### config.mk
export PLATFORM = sky130hd
export DESIGN_NAME = fetch_queue
export DESIGN_NICKNAME = d
export VERILOG_FILES = /design/src/rtl/fetch_queue.sv
export SDC_FILE = /design/constraint.sdc
export NUM_CORES = 1
export LEC_CHECK = 0
export BUFFER_PORTS_ARGS = -buffer_cell sky130_fd_sc_hd__buf_2
export CAP_MARGIN = 20
export CORE_AREA = 2 2 141 143
export DETAILED_ROUTE_END_ITERATION = 8
export DIE_AREA = 0 0 143 145
export PLACE_DENSITY_LB_ADDON = 0.1
export SLEW_MARGIN = 20
export SYNTH_ARGS = -nofsm -noshare
export SYNTH_HDL_FRONTEND = slang
export SYNTH_SLANG_ARGS = --single-unit
### constraint.sdc
create_clock -name clk -period 2.7 [get_ports clk]
set_input_delay 0.54 -clock clk [delete_from_list [all_inputs] [get_ports clk]]
set_output_delay 0.54 -clock clk [all_outputs]
set_load 0.05 [all_outputs]
### src/rtl/fetch_queue.sv
// fetch_queue: DEPTH-entry {pc, instr} FIFO between fetch and decode with single-cycle flush.
// Optional FETCH_QUEUE_BYPASS_EN adds a zero-latency pass-through when the queue is empty.
module fetch_queue #(
    parameter int ADDR_WIDTH  = 12,
    parameter int INSTR_WIDTH = 32,
    parameter int DEPTH       = 4
) (
    input  logic                         clk,
    input  logic                         reset,
    input  logic                         flush,
    input  logic                         enq_valid,
    output logic                         enq_ready,
    input  logic [ADDR_WIDTH-1:0]        enq_pc,
    input  logic [INSTR_WIDTH-1:0]       enq_instr,
    output logic                         deq_valid,
    input  logic                         deq_ready,
    output logic [ADDR_WIDTH-1:0]        deq_pc,
    output logic [INSTR_WIDTH-1:0]       deq_instr,
    output logic [$clog2(DEPTH+1)-1:0]   count
);
    localparam int PW = $clog2(DEPTH);
    localparam int CW = $clog2(DEPTH+1);

    logic [ADDR_WIDTH-1:0]  pc_mem    [DEPTH];
    logic [INSTR_WIDTH-1:0] instr_mem [DEPTH];
    logic [PW-1:0]          rd_ptr, wr_ptr;
    logic                   stored, bypass, do_wr, do_rd;

    always_comb begin
        stored = count != '0;
`ifdef FETCH_QUEUE_BYPASS_EN
        bypass = !stored && enq_valid && !flush;
`else
        bypass = 1'b0;
`endif
        // Reset forces the handshake outputs even while the registers still hold old state
        enq_ready = reset || count != CW'(DEPTH);
        deq_valid = !reset && (stored || bypass);
        deq_pc    = reset ? '0 : stored ? pc_mem[rd_ptr] : bypass ? enq_pc : '0;
        deq_instr = reset ? '0 : stored ? instr_mem[rd_ptr] : bypass ? enq_instr : '0;
        do_rd     = stored && deq_ready && !flush;
        // A bypassed entry consumed this cycle never touches storage
        do_wr     = enq_valid && enq_ready && !flush && !(bypass && deq_ready);
    end

    always_ff @(posedge clk) begin
        if (reset || flush) begin
            count  <= '0;
            rd_ptr <= '0;
            wr_ptr <= '0;
        end else begin
            count  <= count + CW'(do_wr) - CW'(do_rd);
            rd_ptr <= do_rd ? rd_ptr + PW'(1) : rd_ptr;
            wr_ptr <= do_wr ? wr_ptr + PW'(1) : wr_ptr;
        end
    end

    always_ff @(posedge clk) begin
        if (do_wr && !reset) begin
            pc_mem[wr_ptr]    <= enq_pc;
            instr_mem[wr_ptr] <= enq_instr;
        end
    end
endmodule

==> impl_metrics.yaml <==
yosys:
  synth_commonest_cells: "edfxtp_1, and2_1, mux4_2"
  synth_nets: 390
  synth_cell_types: 26
  synth_warnings: 0
  postSynthCellCount: 334
  synth_top_area_frac: 0.737
  yosysMostFrequentCell: "edfxtp_1"
  yosysTopAreaCell: "edfxtp_1"
  ys_ff_latch: 185
  synth.area.top_cells: "edfxtp_1, mux4_2, and2_1, dfxtp_1, mux4_1"
  synthArstFlopShare: 0
  ys_seq_area_frac: 0.762
  syn-cell-area_um2: 7170
  ys.flop_type: "edfxtp_1"
  post_synth.cell_area_avg_um2: 21.5
  synth_edf_count: 176
critical_path:
  crit_slowest_cell: "mux4_1"
  path_delay_family: "multiplexers"
  crit_required_ps: 2160
  crit_chain: "buf_12 -> mux4_1 -> and2_1 -> buf_2"
  cp.arrival_ps: 2030
  r2r-start: "count[1]"
  worstRegToRegCells: 10
  r2r_slack_ps: 360
  cp-end-kind: "output pin"
  path_class: "flip-flop to output pin"
  r2r-end: "count[2]"
  crit_path_max_incr_delay_ps: 560
  path_max_fanout: 14
  cp-start-kind: "flip-flop"
  crit_buf_inv: 2
hold_path:
  min_to: "instr_mem[2][10]"
  min_from: "enq_instr[10]"
  holdPathStages: 1
  hold_path.class: "primary input to flip-flop"
drt:
  wirelength_um: 13700
  wl_met1_um: 5910
  wire_per_inst_um: 18.8
  wl_met2_um: 6790
  viasPerCell: 4.78
  route.met3.wl_um: 681
  route.detailed.drc: 0
  num_vias: 3469
  drt_iter0_drc: 156
  antenna_left: 0
  top_layer: "met5"
  drtPass1Iterations: 4
clocking:
  cts_buffer_depth: 2
  clk_latency_ps: 420
  holdBufCountCts: 0
  cts-root-buf: "clkbuf_16"
  tritoncts: "built"
  clkTransAtPathRegs_ps: 60
  clkSinkCount: 185
  cts_buffers: 17
  h-tree-depth: 4
cells_and_area:
  fin_util: 0.451
  fillers: 1693
  finalNonFillerCells: 726
  antenna_cells: 0
  final_area_um2: 8660
  nets: 504
  areaGrowthSynthToFinish_pct: 20.8
  drive_above_1_share: 0.406
floorplan:
  core_um2: 19200
  initial_core_util: 0.373
  dieWidth_um: 143
  row_count: 51
  io_pins: 98
  die-area_um2: 20700
  die_h_um: 145
timing:
  setup_viol: 0
  fin_crit_sh: 0.952
  rsz0062_at_grt: "no"
  period_needed_ps: 2570
  max_freq_mhz: 389
  tns_ps: 0
  hold_violations: 0
  maxSlewViolCount: 0
  fin_worst_skew_ps: 8.23
  tightest_slew_ps: 355
  worst_slack_ps: 129
  relSlewSlack: 0.762
placed_design:
  dpl_cell_area_um2: 8090
  placed_cells: 692
  gp_congestion: 0.712
  port-buffer-count: 97
  pre_cts_ws_ps: 127
  dp_hpwl_um: 7660
global_routing:
  overflow: 0
  grt_usage: 0.140
  grt_first_pass_wirelength_um: 21400
  antenna_found_initial: 1
  grt_pass1_vias: 3834
  grt_max_degree: 46
power:
  p_per_area_nw_per_um2: 667
  swShare: 0.203
  p_switching_mw: 1.17
  pwr-share-seq: 0.550
  p_comb_frac: 0.043
  p_leak_nw: 2.98
  p_int_mw: 4.61
  vdd_drop_max_v: 0.000433
  p_clk_frac: 0.407
job:
  maxCapViolCount: 0
run_status:
  status: "completed"
power groups by stage:
stage	clock (mW)	sequential, mW	combinational, mW
2_1_floorplan	0	3.25	0.136
3_3_place_gp	0	3.24	0.245
3_5_place_dp	0	3.24	0.252
4_1_cts	2.42	3.18	0.253
5_1_grt	2.54	3.18	0.271
6_report	2.35	3.18	0.248
cells in the final DEF (no fill, tap or decap), types with 5 or more instances in the layout:
cell / instances
edfxtp_1: 176
buf_2: 97
and2_1: 46
mux4_2: 40
clkbuf_16: 17
buf_12: 8
dfxtp_1: 7
inv_1: 6
ha_1: 6
buf_4: 5
repair_timing:
item | CTS | global route
hold endpoints to repair | 0 | 0
resized for setup | 0 | 0
endpoints found under the setup margin | 8 | 0
setup buffers | 2 | 0
state kept, by name, summed over array words and instances (netlist names), named ones only:
signal / count
pc_mem: 48
count: 3
rd_ptr: 2
wr_ptr: 2
instr_mem: 128
worst max-delay path by stage:
stage | endpoint | cells after the start | slack [ps] | from
global placement | count[2] | 11 | 210 | reset
global route | deq_pc[11] | 4 | 30 | flip-flop
finish | deq_pc[11] | 4 | 130 | flip-flop
detailed placement | count[2] | 11 | 130 | reset
floorplan | count[2] | 10 | 40 | count[1]
CTS | deq_pc[11] | 4 | 70 | flip-flop
routing by layer:
metal | vias up | GRT usage
met5 | - | 0
met4 | 2 | 0.0559
met3 | 24 | 0.0422
met1 | 1792 | 0.175
met2 | 82 | 0.228
li1 | 1569 | -
area by class of cell:
type,count,area [um2],area share
clock buffers,19,433,0.0500
clock inverters,13,128,0.0147
inverters,6,22.5,0.00260
multi-input cells,128,1590,0.184
flip-flops and latches,185,5470,0.632
well taps,265,332,0.0383
repair buffers,110,683,0.0789
logic make-up after synthesis:
group                      after synthesis  synth area share
AOI/OAI and AO/OA                        7           0.00593
xor gates and xnor gates                 1           0.00122
adders and majority gates                7            0.0133
buffers and inverters                   21            0.0171
DFF                                    185             0.762
muxes                                   46             0.143
and+or+nand+nor                         67            0.0571
worst register-to-register path: stages, from the launching register on:
cell and delay [ps]:
dfxtp_1 490, nor4b_1 110, or3_1 330, ha_1 290, inv_1 50, ha_1 130, inv_1 50, fa_1 370
xor2_1 160, and2_1 160, nor3_1 110
through the flow:
stage                     hold WS, ps  total power, mW
after floorplan                   459             3.38
after global placement            480             3.49
after detailed placement          492             3.49
after CTS                         304             5.85
after global routing              315             5.99
final                             330             5.78
No activity file was read; power rests on OpenSTA's default activity.
